==> config.mk <==
export PLATFORM = sky130hd
export DESIGN_NAME = morse_keyer
export DESIGN_NICKNAME = d
export VERILOG_FILES = /design/src/rtl/morse_keyer.sv
export SDC_FILE = /design/constraint.sdc
export NUM_CORES = 1
export LEC_CHECK = 0
export ABC_AREA = 1
export CORE_ASPECT_RATIO = 0.8
export CORE_UTILIZATION = 50
export CTS_CLUSTER_DIAMETER = 120
export CTS_CLUSTER_SIZE = 12
export DETAILED_ROUTE_END_ITERATION = 8
export PLACE_DENSITY = 0.7
export SLEW_MARGIN = 20
export SYNTH_ARGS = -nofsm -noshare
export SYNTH_HDL_FRONTEND = slang
export SYNTH_SLANG_ARGS = --single-unit
==> constraint.sdc <==
create_clock -name i_clk -period 3.2 [get_ports i_clk]
set_clock_uncertainty 0.2 [all_clocks]
set_input_delay 0.64 -clock i_clk [delete_from_list [all_inputs] [get_ports i_clk]]
set_output_delay 0.64 -clock i_clk [all_outputs]
set_load 0.01 [all_outputs]
==> src/rtl/morse_keyer.sv <==
// -----------------------------------------------------------------------------
// morse_keyer
//   Reads ASCII bytes in order from the 1024-byte receive buffer and plays
//   each one as Morse code on a single keying output. Letters (either case)
//   and digits are keyed with standard unit timing. A space adds a word gap.
//   Any other byte is consumed without keying.
//
// Ports
//   i_clk        system clock
//   i_rst        asynchronous, active-high reset
//   i_w_address  buffer write pointer (next free slot)
//   i_data       buffer read data. It is registered, so it is valid one edge
//                after o_r_address is sampled.
//   o_r_address  read pointer into the buffer (next unread slot)
//   o_key        Morse key output, registered (1 = tone/LED on)
//   o_busy       high whenever the FSM is not idle
// -----------------------------------------------------------------------------
module morse_keyer #(
  parameter int unsigned UNIT_CYCLES = 2700000,  // clock cycles per Morse unit, >= 2
  parameter int unsigned ADDR_W      = 10
) (
  input  logic              i_clk,
  input  logic              i_rst,
  input  logic [ADDR_W-1:0] i_w_address,
  input  logic [7:0]        i_data,
  output logic [ADDR_W-1:0] o_r_address,
  output logic              o_key,
  output logic              o_busy
);

  localparam int unsigned CYC_W = $clog2(UNIT_CYCLES);
  localparam logic [CYC_W-1:0] CYC_LAST = CYC_W'(UNIT_CYCLES - 1);

  typedef enum logic [2:0] {
    S_IDLE,
    S_WAIT,
    S_LATCH,
    S_ON,
    S_SYM_GAP,
    S_CHAR_GAP,
    S_WORD_GAP
  } state_t;

  // Returns {length[2:0], pattern[4:0]}. The pattern is right-aligned,
  // dot = 0 and dash = 1, and the first symbol is the most significant used
  // bit. A length of 0 means the byte has no Morse pattern.
  function automatic logic [7:0] morse_lookup(input logic [7:0] c);
    logic [7:0] u;
    // Fold lower case onto upper case.
    u = (c >= 8'h61 && c <= 8'h7A) ? (c & 8'hDF) : c;
    case (u)
      8'h41: morse_lookup = {3'd2, 5'b00001};  // A .-
      8'h42: morse_lookup = {3'd4, 5'b01000};  // B -...
      8'h43: morse_lookup = {3'd4, 5'b01010};  // C -.-.
      8'h44: morse_lookup = {3'd3, 5'b00100};  // D -..
      8'h45: morse_lookup = {3'd1, 5'b00000};  // E .
      8'h46: morse_lookup = {3'd4, 5'b00010};  // F ..-.
      8'h47: morse_lookup = {3'd3, 5'b00110};  // G --.
      8'h48: morse_lookup = {3'd4, 5'b00000};  // H ....
      8'h49: morse_lookup = {3'd2, 5'b00000};  // I ..
      8'h4A: morse_lookup = {3'd4, 5'b00111};  // J .---
      8'h4B: morse_lookup = {3'd3, 5'b00101};  // K -.-
      8'h4C: morse_lookup = {3'd4, 5'b00100};  // L .-..
      8'h4D: morse_lookup = {3'd2, 5'b00011};  // M --
      8'h4E: morse_lookup = {3'd2, 5'b00010};  // N -.
      8'h4F: morse_lookup = {3'd3, 5'b00111};  // O ---
      8'h50: morse_lookup = {3'd4, 5'b00110};  // P .--.
      8'h51: morse_lookup = {3'd4, 5'b01101};  // Q --.-
      8'h52: morse_lookup = {3'd3, 5'b00010};  // R .-.
      8'h53: morse_lookup = {3'd3, 5'b00000};  // S ...
      8'h54: morse_lookup = {3'd1, 5'b00001};  // T -
      8'h55: morse_lookup = {3'd3, 5'b00001};  // U ..-
      8'h56: morse_lookup = {3'd4, 5'b00001};  // V ...-
      8'h57: morse_lookup = {3'd3, 5'b00011};  // W .--
      8'h58: morse_lookup = {3'd4, 5'b01001};  // X -..-
      8'h59: morse_lookup = {3'd4, 5'b01011};  // Y -.--
      8'h5A: morse_lookup = {3'd4, 5'b01100};  // Z --..
      8'h30: morse_lookup = {3'd5, 5'b11111};  // 0 -----
      8'h31: morse_lookup = {3'd5, 5'b01111};  // 1 .----
      8'h32: morse_lookup = {3'd5, 5'b00111};  // 2 ..---
      8'h33: morse_lookup = {3'd5, 5'b00011};  // 3 ...--
      8'h34: morse_lookup = {3'd5, 5'b00001};  // 4 ....-
      8'h35: morse_lookup = {3'd5, 5'b00000};  // 5 .....
      8'h36: morse_lookup = {3'd5, 5'b10000};  // 6 -....
      8'h37: morse_lookup = {3'd5, 5'b11000};  // 7 --...
      8'h38: morse_lookup = {3'd5, 5'b11100};  // 8 ---..
      8'h39: morse_lookup = {3'd5, 5'b11110};  // 9 ----.
      default: morse_lookup = 8'h00;
    endcase
  endfunction

  state_t            state_q, state_d;
  logic [ADDR_W-1:0] r_addr_q, r_addr_d;
  logic              key_q, key_d;
  logic [CYC_W-1:0]  cyc_q, cyc_d;    // cycle within the current unit
  logic [1:0]        unit_q, unit_d;  // units completed in the current state
  logic [4:0]        sym_q, sym_d;    // left-aligned; bit 4 is the current symbol
  logic [2:0]        cnt_q, cnt_d;    // symbols still to key, including the current one

  logic [7:0] lookup;
  logic       unit_end;
  logic [1:0] last_unit;
  logic       state_end;

  assign lookup   = morse_lookup(i_data);
  assign unit_end = (cyc_q == CYC_LAST);

  // Index of the final unit of the current timed state.
  always_comb begin
    last_unit = 2'd0;
    case (state_q)
      S_ON:       last_unit = sym_q[4] ? 2'd2 : 2'd0;
      S_CHAR_GAP: last_unit = 2'd2;
      S_WORD_GAP: last_unit = 2'd3;
      default:    last_unit = 2'd0;
    endcase
  end

  assign state_end = unit_end && (unit_q == last_unit);

  // State register and datapath flops.
  // NOTE: sequential state uses non-blocking assignments only, so every flop
  // samples the pre-edge value of every other flop.
  always_ff @(posedge i_clk or posedge i_rst) begin
    if (i_rst) begin
      state_q  <= S_IDLE;
      r_addr_q <= '0;
      key_q    <= 1'b0;
      cyc_q    <= '0;
      unit_q   <= '0;
      sym_q    <= '0;
      cnt_q    <= '0;
    end else begin
      state_q  <= state_d;
      r_addr_q <= r_addr_d;
      key_q    <= key_d;
      cyc_q    <= cyc_d;
      unit_q   <= unit_d;
      sym_q    <= sym_d;
      cnt_q    <= cnt_d;
    end
  end

  // Next-state logic.
  // NOTE: every signal written here gets a default first, so no path through
  // the case can leave it unassigned and infer a latch.
  always_comb begin
    state_d = state_q;
    case (state_q)
      S_IDLE:     if (r_addr_q != i_w_address) state_d = S_WAIT;
      S_WAIT:     state_d = S_LATCH;
      S_LATCH: begin
        if (lookup[7:5] != 3'd0)  state_d = S_ON;
        else if (i_data == 8'h20) state_d = S_WORD_GAP;
        else                      state_d = S_IDLE;
      end
      S_ON:       if (state_end) state_d = (cnt_q > 3'd1) ? S_SYM_GAP : S_CHAR_GAP;
      S_SYM_GAP:  if (state_end) state_d = S_ON;
      S_CHAR_GAP: if (state_end) state_d = S_IDLE;
      S_WORD_GAP: if (state_end) state_d = S_IDLE;
      default:    state_d = S_IDLE;
    endcase
  end

  // Datapath: read pointer, unit timer and symbol shifter.
  always_comb begin
    r_addr_d = r_addr_q;
    cyc_d    = cyc_q;
    unit_d   = unit_q;
    sym_d    = sym_q;
    cnt_d    = cnt_q;

    // The unit timer restarts on every state change.
    if (state_d != state_q) begin
      cyc_d  = '0;
      unit_d = '0;
    end else if (unit_end) begin
      cyc_d  = '0;
      unit_d = unit_q + 2'd1;
    end else begin
      cyc_d  = cyc_q + 1'b1;
    end

    if (state_q == S_LATCH) begin
      r_addr_d = r_addr_q + 1'b1;
      sym_d    = lookup[4:0] << (3'd5 - lookup[7:5]);
      cnt_d    = lookup[7:5];
    end else if (state_q == S_ON && state_end) begin
      sym_d    = sym_q << 1;
      cnt_d    = cnt_q - 3'd1;
    end
  end

  // Output logic: the key flop follows the state being entered, so it rises
  // on the edge into ON and falls on the edge out of ON.
  always_comb begin
    key_d = (state_d == S_ON);
  end

  assign o_key       = key_q;
  assign o_busy      = (state_q != S_IDLE);
  assign o_r_address = r_addr_q;

endmodule

After elaboration in Yosys (flattened, before gate mapping)
Memories as Yosys holds them, arrays and structs flattened.
Index checks and enable logic that the tools add are counted.

cells by class
  eq/ne operators = 12
  $add $sub $neg = 5
  shift operators = 1
  multiplexer cells = 20
  $lt $le $gt $ge = 3
  reduce and logical (&&, ||, !) cells = 9

operators by type and width
  operator                                                                              number
  22-bit 2-to-1 mux                                                                     2
  3-bit 2-to-1 mux                                                                      8
  22-bit by 1-bit adder with 22-bit output (second input constant)                      1
  22-bit equality test (second input constant)                                          1
  3-bit case mux with 6 select lines                                                    1
  10-bit by 1-bit adder with 10-bit output (second input constant)                      1
  5-bit 2-to-1 mux                                                                      2
  10-bit != test                                                                        1
  3-bit by 2-bit equality test with 1-bit output (second input constant)                3
  3-bit equality test (second input constant)                                           3
  8-bit by 6-bit equality test with 1-bit output (second input constant)                1
  8-bit by 7-bit greater-or-equal comparator with 1-bit output (second input constant)  1
  8-bit by 7-bit less-or-equal comparator with 1-bit output (second input constant)     1
  8-bit 2-to-1 mux                                                                      1
  2-bit 2-to-1 mux                                                                      3
  6-bit 2-to-1 mux                                                                      1
  2-bit case mux with 3 select lines                                                    1
  3-bit nonzero test                                                                    2
  5-bit by 3-bit left shift with 5-bit output                                           1
  2-bit nonzero test                                                                    2
  3-bit by 1-bit equality test with 1-bit output (second input constant)                1
  3-bit by 1-bit greater-than comparator with 1-bit output (second input constant)      1
  1-bit logical AND                                                                     3
  3-bit logical NOT                                                                     1
  7 further kinds                                                                       7

storage, ports and cells
  ROM bits = 1,024
  bits in registers = 46
  word-level logic and storage cells = 58
  bits of input ports = 20
  memories = 1

memories
  name              words  bits a word  rd ports  clocked after Yosys merged registers in  wr ports  line  text
  (name not given)  128    8            1         0                                        0         51    case (u)

Depth between registers and ports, before layout
An unclocked memory read counts as a cell.

  depth after elaboration = 10
  gate-level depth with buffers = 18
  depth with buffers taken out = 17

Worst setup path before layout
Ideal clock, no wire load.

  path type = input to register
  start point = input port i_data[0]
  end point = register cyc_q[12]
  stages on the path = 16
  slack = 684 ps
  setup time = 122 ps
  arrival time = 2,194 ps
  data required time = 2,878 ps
  cell sequence = inv_1 > ha_1 > nand2_1 > o21ai_2 > nand3_2 > nand2_1 > inv_1 > nand2_2 > nand3_1 > nand2_2 > nand2_1 > nand2_1 > nand2_2 > nand3_4 > buf_6 > nor2_2

between the ends
  longest elaborated chain between the ends = 10

RTL lines
  item                                                                                                                                       line  text
  start: declaration                                                                                                                         25    input logic [7:0] i_data,
  8-bit by 7-bit greater-or-equal comparator with 1-bit output or 8-bit by 7-bit less-or-equal comparator with 1-bit output (tied branches)  50    u = (c >= 8'h61 && c <= 8'h7A) ? (c & 8'hDF) : c;
  1-bit logical AND                                                                                                                          50
  6-bit 2-to-1 mux                                                                                                                           50
  memory read 128 x 8 bit                                                                                                                    n/a
  8-bit 2-to-1 mux                                                                                                                           51
  3-bit nonzero test                                                                                                                         153   if (lookup[7:5] != 3'd0) state_d = S_ON;
  3-bit 2-to-1 mux *                                                                                                                         153
  3-bit case mux with 6 select lines *                                                                                                       149   case (state_q)
  via state_d[1]                                                                                                                             92    state_t state_q, state_d;
  3-bit != test *                                                                                                                            174   if (state_d != state_q) begin
  22-bit 2-to-1 mux *                                                                                                                        174
  via cyc_d[12]                                                                                                                              95    logic [CYC_W-1:0] cyc_q, cyc_d;
  end signal: assignment                                                                                                                     137   cyc_q <= cyc_d;
  end: declaration                                                                                                                           95

The timed path passes the listed nets; every way through them passes the cells marked *.
A chain may end at the register's enable or synchronous reset.

Worst setup path in the final report
  start point = input port i_data[1]
  end point = register unit_q[0]

between the ends
  longest elaborated chain between the ends = 10

RTL lines
  item                                                                                                                                       line  text
  8-bit by 7-bit greater-or-equal comparator with 1-bit output or 8-bit by 7-bit less-or-equal comparator with 1-bit output (tied branches)  50
  1-bit logical AND                                                                                                                          50
  6-bit 2-to-1 mux                                                                                                                           50
  memory read 128 x 8 bit                                                                                                                    n/a
  8-bit 2-to-1 mux                                                                                                                           51
  3-bit nonzero test                                                                                                                         153
  3-bit 2-to-1 mux *                                                                                                                         153
  3-bit case mux with 6 select lines *                                                                                                       149
  via state_d[1]                                                                                                                             92
  3-bit != test *                                                                                                                            174
  2-bit 2-to-1 mux or 2-bit nonzero test (tied branches)                                                                                     n/a
  end signal: assignment                                                                                                                     138   unit_q <= unit_d;
  end: declaration                                                                                                                           96    logic [1:0] unit_q, unit_d;

Marks and branches as above.

==> summary.txt <==
status: complete, no violations
# Max-Cap Violations: 0
CTS Sinks: 46
CTS Buf Count: 5
core footprint: 6510 µm²
Post-Route WL: 8260 µm
Worst EP arrival: 2970 ps
asr flop ratio synth: 100%
most common flop cell mapped by yosys: dfrtp_1
# setup viols final: 0
RSZ-0062 raised after global routing: false
Setup crit end kind: flop
sequential share of the synthesized area: 33.6%
initial antenna violation count: 0
area of the multi-input gates: 1990 µm²
total power: 1.54 mW
DRC: 0
CP Class: input pin to flop
layout cells sized above 1: 15.2%
worst-skew pair later-pin latency: 300 ps
I/O pin total: 32
gpl congestion: 0.921
Worst Hold Class: flop to flop
Layout fillers: 587
count leader, synth: nand2_1
R2R setup slack: 610 ps
Hold WS: 290 ps
worst-path fanout max: 24
warnings from Yosys: 0
Area Growth Syn to Fin: 20.2%
Mapped Nets: 508
fin crit period: 2990 ps
Mean Syn Cell Area: 7.16 µm²
starting density of the core: 52.6%
die height: 76.0 µm
share of the synthesized area in the top cell type: 33.6%
vias: 3,267
total track usage: 25.3%
EDFF count, synth: 0
Post-DRT Antenna Nets: 0
# hold bufs at CTS: 0
Worst VDD drop: 0.000247 V
pwr dens: 375 nW/µm²
Overflow after GRT: 0
final net count: 562
CTS resizes: 0
die area: 7190 µm²
FF/Latch Area: 1150 µm²
largest net degree at the start of global routing: 47
Rows: 26
vias in the first global route: 3,061
Worst-Margin Slew: 580 ps
first-pass GRT wire length: 14,400 µm
Req. time, crit path: 3180 ps
postcts setup bufs: 0
Die X: 94.5 µm
register bit count reported by yosys: 46
Initial DRT Pass Iterations: 4
Ant. Diodes: 0
TritonCTS clock tree: yes
DR WL/cell: 13.4 µm
CTS Root Cell: clkbuf_8
Yosys top cell by area: dfrtp_1
final hold vios: 0
Synth Cell Area: 3420 µm²
DP Wirelength: 6460 µm
clock tree buffer depth: 2
leakage power: 1.92 nW
DR iter-0 viols: 239
fmax: 0.335 GHz
Rel. slew slack: 61.3%
synth unique cells: 43
Slew Viols, Final: 0
Worst-path clk slew: 80 ps
Synth area leaders: dfrtp_1, nand2_1, nand3_1, inv_1, xor2_1
Gate Count Post-Synth: 478
CP Launch Type: input pin
fin crit share: 93.3%
top cells by count, synth: nand2_1, inv_1, dfrtp_1
number of buffers added on ports: 31
H-tree depth: 2
via/cell ratio: 5.29
[critical path, cell delays in order]
cell and delay, ps:
clkdlybuf4s50_1 470, inv_1 140, ha_1 250, nand2_1 120, o21ai_2 180, nand3_2 150, nand2_1 90, nand2_1 70
nand2_1 90, nand3_1 110, nand2_2 110, nand2_1 80, nand2_1 80, nand2_2 60, nand3_4 80, buf_12 200
nor2_1 60
[path summary, 6_finish.rpt]
check | cells past startpoint | startpoint | endpoint
max | 17 | i_data[1] | unit_q[0]
min | 2 | sym_q[2] | sym_q[2]
max reg2reg | 15 | cyc_q[0] | unit_q[0]
min reg2reg | 2 | sym_q[2] | sym_q[2]
max in group asynchronous | 3 | i_rst | state_q[2]
min in group asynchronous | 3 | i_rst | cyc_q[18]
[power by group]
group          internal (mW)  leakage, nW  total (mW)  switching, mW
registers              0.624        0.577       0.668         0.0432
logic                  0.152         1.27       0.348          0.196
clock network          0.333       0.0714       0.529          0.196
[metrics by stage]
step / util, % / setup slack, ps / area [µm²] / cells / TNS, ps
after floorplan: - / 684 / 3420 / 478 / 0
after global placement: 61.1 / 65.7 / 3980 / 609 / 0
after detailed placement: 61.1 / -79.7 / 3980 / 609 / -1610
after CTS: 63.3 / 240 / 4120 / 617 / 0
after global routing: 63.3 / 48.8 / 4120 / 617 / 0
final: 63.3 / 214 / 4120 / 617 / 0
[logic make-up (layout without fill, tap and decap cells)]
kind of cell,Yosys count,in the layout,share of synthesized area (%)
DFF,46,46,33.6
and+or+nand+nor,283,283,39.0
buffers and inverters,67,122,8.37
xor gates and xnor gates,27,27,6.91
AOI/OAI and AO/OA,45,45,8.44
adders and majority gates,10,10,3.65
[layer usage]
layer	global-route usage, %	up-vias	wire length [µm]
li1	-	1663	-
met4	5.45	0	59
met5	0	-	0
met1	40.2	1497	4360
met2	34.7	103	3270
met3	5.59	4	567
[cell usage in the layout (no fill, tap or decap), types with 2 or more instances in the layout]
cell type        count
ha_1                10
nand2_2              5
inv_2                4
xor2_1              19
nand4_1             17
nor3_1               9
nand3b_1             4
or2_2                8
inv_1               50
o21bai_1             3
dfrtp_1             46
nor4_1               3
nor2_1              43
nand3_2              2
clkbuf_8             6
bufinv_16            2
a21oi_1              9
nor2_4               2
nand2_1            119
clkinv_1             3
nand3_1             45
clkdlybuf4s50_1     31
buf_4               25
o21ai_2              2
o211ai_1             9
o21ai_0             12
xnor2_1              8
nor2_2              21
[final cells by class]
class | count | share of cell area, %
clock inverter | 2 | 1.46
timing repair buffer | 57 | 12.6
inverter | 57 | 5.20
multi-input combinational | 365 | 48.3
tap | 84 | 2.55
sequential | 46 | 28.0
clock buffer | 6 | 2.01
[registers in the layout (all words and copies together) (netlist names)]
name / flops
o_r_address: 10
cnt_q: 3
sym_q: 5
unit_q: 2
o_key: 1
cyc_q: 22
state_q: 3
(Power assumes the default switching activity.)
